$ cat src/rtl/bsg_front_side_bus_hop_out.sv
`default_nettype none
// ============================================================================
// Module   : bsg_front_side_bus_hop_out
// Function : Round-robin merge of local and pass-through sources onto one
//            outgoing ring link through a 2-entry valid/ready buffer.
// Revision : 1.0
// ============================================================================
module bsg_front_side_bus_hop_out #(
  parameter int width_p = 16
) (
  input  logic                   clk_i,
  input  logic                   reset_i,
  input  logic [1:0]             v_i,
  input  logic [2*width_p-1:0]   data_i,
  output logic [1:0]             yumi_o,
  output logic                   v_o,
  output logic [width_p-1:0]     data_o,
  input  logic                   ready_i
);

  logic [width_p-1:0] r_mem [2];
  logic               r_head;
  logic               r_tail;
  logic               r_empty;
  logic               r_full;
  logic               r_last;

  logic               w_sel;
  logic               w_enq;
  logic               w_deq;
  logic [width_p-1:0] w_word;

  // Space is judged on full alone so that yumi never depends on ready_i.
  always_comb begin
    w_sel  = (v_i == 2'b11) ? ~r_last : v_i[1];
    w_enq  = ~reset_i & ~r_full & (|v_i);
    w_word = w_sel ? data_i[2*width_p-1:width_p] : data_i[width_p-1:0];
    yumi_o = 2'b00;
    if (w_enq) begin
      yumi_o = w_sel ? 2'b10 : 2'b01;
    end
  end

  assign w_deq  = ~r_empty & ready_i;
  assign v_o    = ~r_empty;
  assign data_o = r_mem[r_head];

  always_ff @(posedge clk_i) begin
    if (w_enq) begin
      r_mem[r_tail] <= w_word;
    end
  end

  always_ff @(posedge clk_i) begin
    if (reset_i) begin
      r_head  <= 1'b0;
      r_tail  <= 1'b0;
      r_empty <= 1'b1;
      r_full  <= 1'b0;
      r_last  <= 1'b1;
    end else begin
      if (w_enq) begin
        r_tail <= ~r_tail;
        r_last <= w_sel;
      end
      if (w_deq) begin
        r_head <= ~r_head;
      end
      if (w_enq && !w_deq) begin
        r_empty <= 1'b0;
        r_full  <= ~r_empty;
      end else if (w_deq && !w_enq) begin
        r_full  <= 1'b0;
        r_empty <= ~r_full;
      end
    end
  end

endmodule
`default_nettype wire

$ cat config.mk
export PLATFORM = sky130hd
export DESIGN_NAME = bsg_front_side_bus_hop_out
export DESIGN_NICKNAME = d
export VERILOG_FILES = /design/src/rtl/bsg_front_side_bus_hop_out.sv
export SDC_FILE = /design/constraint.sdc
export NUM_CORES = 1
export LEC_CHECK = 0
export CORE_MARGIN = 5
export CORE_UTILIZATION = 41
export DETAILED_ROUTE_END_ITERATION = 10
export GPL_TIMING_DRIVEN = 0
export PLACE_DENSITY = 0.73
export SETUP_SLACK_MARGIN = 0.2
export SLEW_MARGIN = 20
export SYNTH_ARGS = -nofsm -noshare
export SYNTH_HDL_FRONTEND = slang
export SYNTH_SLANG_ARGS = --single-unit
export TNS_END_PERCENT = 5
$ cat constraint.sdc
create_clock -name clk_i -period 2.4 [get_ports clk_i]
set_input_delay 0.72 -clock clk_i [delete_from_list [all_inputs] [get_ports clk_i]]
set_output_delay 0.72 -clock clk_i [all_outputs]
set_load 0.01 [all_outputs]
Word level (Yosys, flattened, before mapping)
Memory sizes are Yosys's and may differ from the RTL's. A register that Yosys moved wholly into a read port is not among the register bits.
Index checks and enable logic that the tools add are counted.

storage, ports and cells
  bits in registers = 5
  latch bits = 0
  bits in writable memories = 32
  bits in read-only memories = 0
  bits of input ports = 37
  output and inout bits = 19
  logic and storage cells = 34
  memories kept = 1

memories
  memory  depth  bits a word  rd ports  clocked after memory_dff  write ports  RTL line  source
  r_mem   2      16           1         1                         1            21        logic [width_p-1:0] r_mem [2];

cells by class
  add/sub/neg operators = 0
  multipliers = 0
  divide/modulo/power cells = 0
  order comparisons = 0
  equality and inequality tests = 1
  shift-type cells = 0
  muxes and demuxes = 12
  bitwise operators = 9
  reduce and logical (&&, ||, !) cells = 6

operators by type and width
  kind                                  count
  2-to-1 mux 16 bit                     1
  2-to-1 mux 1 bit                      9
  NOT 1 bit                             6
  2-to-1 mux 2 bit                      2
  bitwise AND 1 bit                     3
  == test 2 bit, second input constant  1
  logical AND 1 bit                     2
  zero test 1 bit                       2
  nonzero test 2 bit                    1
  OR reduction 2 bit                    1

Longest topological paths before layout
Gate-level depths: netlist of run 1.

  word-level depth = 7
  mapped depth = 7
  gate-level depth less buffers = 6

Least setup slack after synthesis of run 1
OpenSTA, ideal clock, no wires.

  path type = input-to-reg
  start = input port reset_i
  end = memory r_mem[0][0], enable pin
  arrival time = 2.065 ns
  setup slack = -0.074 ns
  stages on the path = 2
  path buffers = 1
  path through = clkbuf_1 > nor3_1

on the way
  longest elaborated chain between the ends = 5

ends and longest elaborated chain
  item                                    RTL line  source
  start, declared                         12        input logic reset_i,
  NOT 1 bit                               36        w_enq = ~reset_i & ~r_full & (|v_i);
  bitwise AND 1 bit (2 in a row)          36
  2-to-1 mux 1 bit                        49        if (w_enq) begin
  2-to-1 mux 1 bit (not written as such)  50        r_mem[r_tail] <= w_word;
  end, declared                           21

Every way passes these cells.

==> results of run 1 <==
-- cell usage after synthesis --
| cell | n |
|---|---|
| mux2_4 | 9 |
| nand2b_1 | 2 |
| dfxtp_1 | 6 |
| nor3_1 | 1 |
| buf_2 | 2 |
| a221o_2 | 1 |
| clkbuf_1 | 1 |
| o21bai_1 | 1 |
| buf_12 | 1 |
| a22oi_1 | 1 |
| nor2_1 | 5 |
| a21oi_1 | 4 |
| or2_2 | 1 |
| and2_2 | 1 |
| mux2_2 | 23 |
| and2_1 | 1 |
| o21a_1 | 1 |
| a21boi_4 | 1 |
| xor2_1 | 1 |
| inv_1 | 2 |
| o31ai_1 | 1 |
| ha_1 | 1 |
| nand2_1 | 2 |
| edfxtp_1 | 32 |
-- final timing paths --
path | from | end | slack, ns | depth (start not counted)
setup / recovery | flip-flop | data_o[15] | 0.09 | 3
hold / removal | r_head$_SDFFE_PP0P_ | r_head$_SDFFE_PP0P_ | 0.50 | 2
setup reg to reg | r_full$_SDFFE_PP0P_ | r_mem[1][10]$_DFFE_PP_ | 0.71 | 3
hold reg to reg | r_head$_SDFFE_PP0P_ | r_head$_SDFFE_PP0P_ | 0.50 | 2
-- worst max-delay path, cell delays in order, from the launching register on --
cell and delay (ns):
dfxtp_1 0.32, buf_4 0.16, mux2_2 0.34, clkdlybuf4s50_1 0.49
-- registers in the layout (all words and copies together) (netlist names), named ones only --
signal	count
r_last	1
r_full	1
r_head	1
r_mem	32
r_empty	1
r_tail	1
-- kinds of logic after synthesis --
kind of cell | after synthesis | share of synthesized area (%)
mux | 32 | 23.4
xor+xnor | 1 | 0.521
flops | 38 | 64.3
compound gates | 10 | 4.76
buf+inv | 6 | 2.46
simple gates | 13 | 3.80
fa+ha+maj | 1 | 0.744
-- layer usage --
| layer | track usage (%) | vias to the layer above | share of wire (%) | wire, um |
|---|---|---|---|---|
| li1 | - | 508 | - | - |
| met5 | 0 | - | 0 | 0 |
| met3 | 4.86 | 7 | 7.5 | 255 |
| met1 | 14.6 | 481 | 40 | 1370 |
| met2 | 21.9 | 35 | 51 | 1720 |
| met4 | 4.23 | 0 | 1.4 | 48 |
-- what timing repair did --
item / 4_1_cts / 5_1_grt
pin swaps: 1 / 1
resized for setup: 30 / 3
setup buffers: 2 / 0
endpoints found under the setup margin: 50 / 17
-- power breakdown --
group | switching (mW) | internal [mW] | total (mW)
registers | 0.0172 | 0.773 | 0.790
clock network | 0.217 | 0.306 | 0.523
logic | 0.116 | 0.175 | 0.292
-- area by class of cell --
cell class / count / area, um^2
tap: 50 / 62.6
clock inverter: 3 / 40.0
multi-input combinational: 57 / 578
sequential: 38 / 1080
clock buffer: 5 / 68.8
timing repair buffer: 56 / 536
fill: 309 / 1580
buffer: 4 / 47.5
inverter: 2 / 7.51
==> results.json, run 1 <==
{
  "critPathKind": "reg -> out",
  "synth_cell_types": 24,
  "cp_max_fo": 7,
  "leakage_nw": 0.915,
  "synth_top_area_cell": "edfxtp_1",
  "power.total_mw": 1.60,
  "first_pass_iters": 4,
  "wl_mm": 3.40,
  "viasPerCell": 4.80,
  "post-route-period-util_pct": 96.2,
  "syn2layout_area_growth_pct": 44.0,
  "portBuffers": 54,
  "vias": 1031,
  "fin_crit_ns": 2.31,
  "status": "finished, final reports clean",
  "grt_overflow_total": 0,
  "max_freq_mhz": 433,
  "htree_levels": 2,
  "rsz0062_at_grt": "yes",
  "ant_nets": 0,
  "layout.cells.non_filler": 215,
  "syn-num-nets": 139,
  "design_area_um2": 2420,
  "placementRows": 23,
  "synth_area_um2": 1680,
  "die_h_um": 74.0,
  "grt_pass1_vias": 1085,
  "tightest_slew_ns": 0.785,
  "worstSkewPairLatency_ns": 0.28,
  "final_core_util_pct": 60.5,
  "cts_sinks": 38,
  "cts_buffers": 5,
  "hold_ws_ns": 0.498,
  "holdBufCountCts": 0,
  "final_nets": 202,
  "yosysWarnings": 0,
  "place_ws_ns": -0.889,
  "place_inst": 205,
  "avgSynthCellArea_um2": 16.6,
  "worst_slack_ns": 0.0902,
  "drt_iter0_drc": 58,
  "finClkSkew_ns": 0.00714,
  "grt_max_degree": 17,
  "placed_cell_area_um2": 2300,
  "slew_violations": 0,
  "die-area_um2": 5480,
  "max-cap-violations": 0,
  "coreArea_um2": 4000,
  "antenna_found_initial": 0,
  "yosys.area.top_type_share_pct": 57.1,
  "die_x_um": 74.0,
  "finalHoldViolations": 0,
  "required_ns": 1.68,
  "min_path_type": "reg -> reg",
  "path_clk_slew_ns": 0.07,
  "yosysSeqAreaShare_pct": 64.3,
  "critPathLaunchType": "flip-flop",
  "synth_top_cells_by_area": "edfxtp_1, mux2_2, mux2_4, dfxtp_1, a21oi_1",
  "slew_headroom_pct": 47.7,
  "start_util_pct": 42.0,
  "hpwl_mm": 2.45,
  "grt_pass1_wl_mm": 5.17,
  "p_per_area_nw_per_um2": 663,
  "setup_viol": 0,
  "postSynthCellCount": 101,
  "cts_buffer_depth": 2,
  "cts_tree": "done",
  "wl_per_cell_um": 15.8,
  "layout_common_cells": "clkdlybuf4s50_1, edfxtp_1, mux2_2, dlygate4sd2_1, mux2_4",
  "final_common_cell": "clkdlybuf4s50_1",
  "diodes": 0,
  "gr-usage-all-layers_pct": 12.7,
  "endpoint_kind": "primary output",
  "arrival_ns": 1.59,
  "drive_above_1_share_pct": 33.3,
  "ioPinCount": 56,
  "setup_tns_ns": 0,
  "vdd_ir_drop_max_mv": 0.418,
  "place.gp.congestion": 0.666,
  "drc": 0,
  "clockRootBuffer": "clkbuf_8",
  "ys_seq_elements": 38
}
(Power assumes the default switching activity.)
==> inputs of run 2 (changes only) <==
--- a/config.mk
+++ b/config.mk
@@ -5,11 +5,13 @@
 export SDC_FILE = /design/constraint.sdc
 export NUM_CORES = 1
 export LEC_CHECK = 0
+export ABC_AREA = 1
 export CORE_MARGIN = 5
-export CORE_UTILIZATION = 41
+export CORE_UTILIZATION = 42
+export CTS_BUF_LIST = sky130_fd_sc_hd__clkbuf_8
 export DETAILED_ROUTE_END_ITERATION = 10
 export GPL_TIMING_DRIVEN = 0
-export PLACE_DENSITY = 0.73
+export PLACE_DENSITY = 0.78
 export SETUP_SLACK_MARGIN = 0.2
 export SLEW_MARGIN = 20
 export SYNTH_ARGS = -nofsm -noshare
==> run 2 against run 1 <==
Compared with the run above:
- setup slack gained 0.00090 ns
- wire length grew 13%
- sequential power grew 1%
- clock skew shrank 0.0013 ns
- synthesized cell count grew 41%
- hold slack lost 0.0055 ns
- power shrank 2.8%
- global-route usage grew 3.2 points
- flip-flop and latch count is the same
- non-clock buffer count grew 4
- utilization grew 3.2 points
- final area shrank 1.4%
==> results.json, run 2 <==
{
  "rsz0062_at_grt": "yes",
  "first_pass_iters": 4,
  "antenna_found_initial": 0,
  "hold_start": "r_empty$_SDFFE_PP1P_",
  "portBuffers": 55,
  "ys_seq_elements": 38,
  "grt_pass1_vias": 1335,
  "synth_ff_type": "edfxtp_1",
  "vdd_ir_drop_max_mv": 0.436,
  "synth_cell_types": 17,
  "ff2ff_setup_slack_ns": 0.78,
  "seq_area_um2": 1080,
  "p_per_area_nw_per_um2": 653,
  "status": "finished, final reports clean",
  "leakage_nw": 0.994,
  "slew_headroom_pct": 41.9,
  "final_common_cell": "nand2_1",
  "finalHoldViolations": 0,
  "layout_common_cells": "nand2_1, clkdlybuf4s50_1, edfxtp_1, mux2_2, dlygate4sd2_1",
  "min_path_type": "reg -> reg",
  "die_x_um": 72.8,
  "vias": 1257,
  "ioPinCount": 56,
  "gr-usage-all-layers_pct": 16.0,
  "yosysWarnings": 0,
  "largest_reg_flops": 32,
  "arrival_ns": 1.59,
  "setup_viol": 0,
  "worstSkewPairLatency_ns": 0.29,
  "wl_per_cell_um": 14.9,
  "coreArea_um2": 3740,
  "p_int_mw": 1.16,
  "cts_sinks": 38,
  "synth_area_um2": 1660,
  "r2r-start": "r_full$_SDFFE_PP0P_",
  "drive_above_1_share_pct": 20.5,
  "synthArstFlopShare_pct": 0,
  "hold_path_depth": 2,
  "clock_power_share_pct": 26.0,
  "final_core_util_pct": 63.8,
  "holdBufCountCts": 0,
  "fin_crit_ns": 2.31,
  "post-route-period-util_pct": 96.2,
  "path_clk_slew_ns": 0.07,
  "cts_buffers": 5,
  "diodes": 0,
  "slew_violations": 0,
  "max_freq_mhz": 433,
  "placed_cell_area_um2": 2270,
  "p_comb_share_pct": 22.6,
  "fillers": 314,
  "design_area_um2": 2390,
  "place_inst": 245,
  "cts_tree": "done",
  "grt_overflow_total": 0,
  "placementRows": 22,
  "multi_input_area_um2": 513,
  "avgSynthCellArea_um2": 11.7,
  "clockRootBuffer": "clkbuf_8",
  "holdPathEnd": "r_empty$_SDFFE_PP1P_",
  "setup_tns_ns": 0,
  "top_register": "r_mem",
  "postSynthCellCount": 142,
  "grt_max_degree": 17,
  "synth_top_cells_by_area": "edfxtp_1, nand2_1, mux2_2, dfxtp_1, buf_6",
  "htree_levels": 2,
  "max-cap-violations": 0,
  "synthTopCellsByCount": "nand2_1, edfxtp_1, mux2_2",
  "r2r_cells": 3,
  "place.gp.congestion": 0.814,
  "yosysSeqAreaShare_pct": 65.2,
  "die-area_um2": 5300,
  "yosys.area.top_type_share_pct": 58.0,
  "critPathKind": "reg -> out",
  "layout.cells.non_filler": 258,
  "worstReg2RegEnd": "r_mem[0][9]$_DFFE_PP_",
  "synth_edf_count": 32,
  "drc": 0,
  "cts_buffer_depth": 2,
  "drt_iter0_drc": 65,
  "cp_max_fo": 7,
  "viasPerCell": 4.87,
  "tightest_slew_ns": 0.871,
  "p_sw_share_pct": 25.3,
  "grt_pass1_wl_mm": 6.37,
  "critPathLaunchType": "flip-flop",
  "power_frac_seq_pct": 51.4,
  "synth_top_area_cell": "edfxtp_1",
  "start_util_pct": 44.3,
  "hpwl_mm": 2.83,
  "finClkSkew_ns": 0.00583,
  "required_ns": 1.68,
  "syn-num-nets": 180,
  "yosysMostFrequentCell": "nand2_1",
  "netSwitchingPower_mw": 0.395,
  "ant_nets": 0,
  "die_h_um": 72.8,
  "endpoint_kind": "primary output",
  "wl_mm": 3.84,
  "syn2layout_area_growth_pct": 44.0,
  "final_nets": 247
}
[run 2: timing repair]
action / in CTS / in global routing
buffers inserted: 5 / 0
gates resized for setup: 28 / 2
setup endpoints to repair: 34 / 17
pin swaps: 1 / 0
[run 2: layer usage]
metal	vias to the layer above	GRT usage, %	wire [um]
met1	594	18.6	1560
met4	0	4.71	46
met3	4	5.65	294
met5	-	0	0
met2	48	27.6	1950
li1	611	-	-
[run 2: how the worst max path moves through the flow]
stage          depth (start not counted)                    end      start
6_report                               3             data_o[13]  flip-flop
5_1_grt                                7              yumi_o[1]    reset_i
4_1_cts                                3             data_o[14]  flip-flop
3_5_place_dp                           6              yumi_o[0]     v_i[1]
3_3_place_gp                           6              yumi_o[0]     v_i[1]
2_1_floorplan                          3  r_mem[0][0]$_DFFE_PP_    reset_i
[run 2: layout make-up]
cell class	instances	area share, %
plain buffers	4	1.89
clock buffers	5	2.88
clock inverters	3	0.524
inverters	8	1.36
multi-input cells	92	21.5
flip-flops and latches	38	45.3
well taps	48	2.52
repair buffers	60	24.1
[run 2: logic make-up after synthesis]
family	count (synthesis)	share of synthesized area, %
flip-flops	38	65.2
buffers and inverters	12	4.30
AO/OA/AOI/OAI	7	2.94
multiplexers	16	10.9
AND/OR/NAND/NOR	68	15.9
adder cells (fa/ha/maj)	1	0.755
[run 2: worst max-delay path, cell delays in order, from the launching register on]
cell and delay [ns]:
dfxtp_1 0.31, buf_4 0.17, mux2_2 0.34, clkdlybuf4s50_1 0.49
[run 2: stage by stage]
step / total power, mW / setup slack, ns / hold WS (ns)
after CTS: 1.57 / 0.0747 / 0.490
after global routing: 1.65 / 0.0254 / 0.507
after floorplan: 0.985 / 0.350 / 0.436
after global placement: 1.16 / -0.646 / 0.458
after detailed placement: 1.18 / -0.674 / 0.465
final: 1.56 / 0.0911 / 0.492
[run 2: power groups by stage]
stage          clock network, mW  logic (mW)  registers, mW
3_5_place_dp                   0       0.361          0.815
4_1_cts                    0.416       0.357          0.801
3_3_place_gp                   0       0.348          0.812
2_1_floorplan                  0       0.176          0.809
6_report                   0.406       0.352          0.801
5_1_grt                    0.457       0.384          0.805
==> inputs of run 3 (changes only) <==
--- a/config.mk
+++ b/config.mk
@@ -12,6 +12,7 @@
 export DETAILED_ROUTE_END_ITERATION = 10
 export GPL_TIMING_DRIVEN = 0
 export PLACE_DENSITY = 0.78
+export RECOVER_POWER = 100
 export SETUP_SLACK_MARGIN = 0.2
 export SLEW_MARGIN = 20
 export SYNTH_ARGS = -nofsm -noshare
==> run 3 against run 2 <==
Compared with the run above:
- wire length down 0.52%
- critical path type is now in -> out
- global-route usage unchanged
- register-to-register slack worse by 0.12 ns
==> results.json, run 3 (synthesis results as in run 2) <==
{
  "status": "finished, final reports clean",
  "ioPinCount": 56,
  "wl_mm": 3.82,
  "antenna_found_initial": 0,
  "vdd_ir_drop_max_mv": 0.435,
  "critPathKind": "in -> out",
  "hpwl_mm": 2.83,
  "slew_headroom_pct": 41.8,
  "rsz0062_at_grt": "yes",
  "power.total_mw": 1.55,
  "slew_violations": 0,
  "final_core_util_pct": 63.4,
  "max-cap-violations": 0,
  "leakage_nw": 0.989,
  "grt_pass1_wl_mm": 6.37,
  "cts_buffer_depth": 2,
  "grt_max_degree": 17,
  "setup_viol": 0,
  "grt_pass1_vias": 1335,
  "finClkSkew_ns": 0.00317,
  "portBuffers": 55,
  "max_stage_delay_ns": 0.25,
  "cts_sinks": 38,
  "worst_slack_ns": 0.0675,
  "start_util_pct": 44.3,
  "worstPathCellList": "dlygate4sd2_1, inv_1, a21oi_4, buf_6, nor2_1, clkdlybuf4s15_2",
  "wl_per_cell_um": 14.8,
  "cp_top_family": "buffers and inverters",
  "vias": 1255,
  "largest_reg_flops": 32,
  "p_per_area_nw_per_um2": 652,
  "tightest_slew_ns": 0.873,
  "endpoint_kind": "primary output",
  "syn2layout_area_growth_pct": 43.2,
  "arrival_ns": 1.61,
  "gr-usage-all-layers_pct": 16.0,
  "cts_buffers": 5,
  "path_clk_slew_ns": 0.07,
  "die_h_um": 72.8,
  "placementRows": 22,
  "fin_crit_ns": 2.33,
  "layout_common_cells": "nand2_1, clkdlybuf4s50_1, edfxtp_1, mux2_2, dlygate4sd2_1",
  "critPathLaunchType": "input pin",
  "first_pass_iters": 4,
  "grt_overflow_total": 0,
  "htree_levels": 2,
  "clockRootBuffer": "clkbuf_8",
  "cts_tree": "done",
  "max_freq_mhz": 429,
  "diodes": 0,
  "finalHoldViolations": 0,
  "viasPerCell": 4.86,
  "required_ns": 1.68,
  "holdBufCountCts": 0,
  "final_common_cell": "nand2_1",
  "slowest_stage": "dlygate4sd2_1",
  "min_path_type": "reg -> reg",
  "post-route-period-util_pct": 97.2,
  "place_ws_ns": -0.674,
  "cp_num_buf_inv": 4,
  "cp_max_fo": 4,
  "worstSkewPairLatency_ns": 0.28,
  "die-area_um2": 5300,
  "drt_iter0_drc": 69,
  "die_x_um": 72.8,
  "ant_nets": 0,
  "coreArea_um2": 3740,
  "final_nets": 247,
  "top_register": "r_mem",
  "drc": 0,
  "drive_above_1_share_pct": 18.6,
  "place.gp.congestion": 0.814,
  "setup_tns_ns": 0
}
## run 3: layer usage
layer  GRT usage (%)  wire, um
met1            18.6      1560
met2            27.6      1940
met3            5.65       278
met4            4.71        44
met5               0         0
## run 3: metrics by stage
stage	cells	hold slack (ns)	area (um^2)
floorplan	142	0.436	1660
global placement	245	0.458	2270
detailed placement	245	0.465	2270
CTS	258	0.490	2390
global route	258	0.507	2370
finish	258	0.495	2370
## run 3: worst paths after layout
kind,depth (start not counted),endpoint,startpoint,slack (ns)
min reg2reg,2,r_empty$_SDFFE_PP1P_,r_empty$_SDFFE_PP1P_,0.49
min,2,r_empty$_SDFFE_PP1P_,r_empty$_SDFFE_PP1P_,0.49
max reg2reg,6,r_mem[0][12]$_DFFE_PP_,r_last$_SDFFE_PP1N_,0.66
max,6,yumi_o[0],v_i[1],0.07
## run 3: tightest hold or removal path, stage by stage, from the launching register on
cell,delay [ns]
dfxtp_1,0.34
a21oi_1,0.07
o31ai_1,0.05
## run 3: final cells by class
type | instances | area, um^2
Clock inverter | 3 | 12.5
Buffer | 4 | 37.5
Clock buffer | 5 | 68.8
Inverter | 8 | 32.5
Timing Repair Buffer | 60 | 571
Multi-Input combinational cell | 92 | 510
Fill cell | 319 | 1370
Sequential cell | 38 | 1080
Tap cell | 48 | 60.1
## run 3: repair_timing
| item | in CTS | in global routing |
|---|---|---|
| buffers inserted | 5 | 0 |
| endpoints found under the setup margin | 34 | 17 |
| pin swaps | 1 | 0 |
| resized for setup | 28 | 2 |
## run 3: power by group
group / switching (mW) / internal (mW)
logic: 0.166 / 0.180
clock network: 0.205 / 0.195
registers: 0.0172 / 0.784
total: 0.389 / 1.16
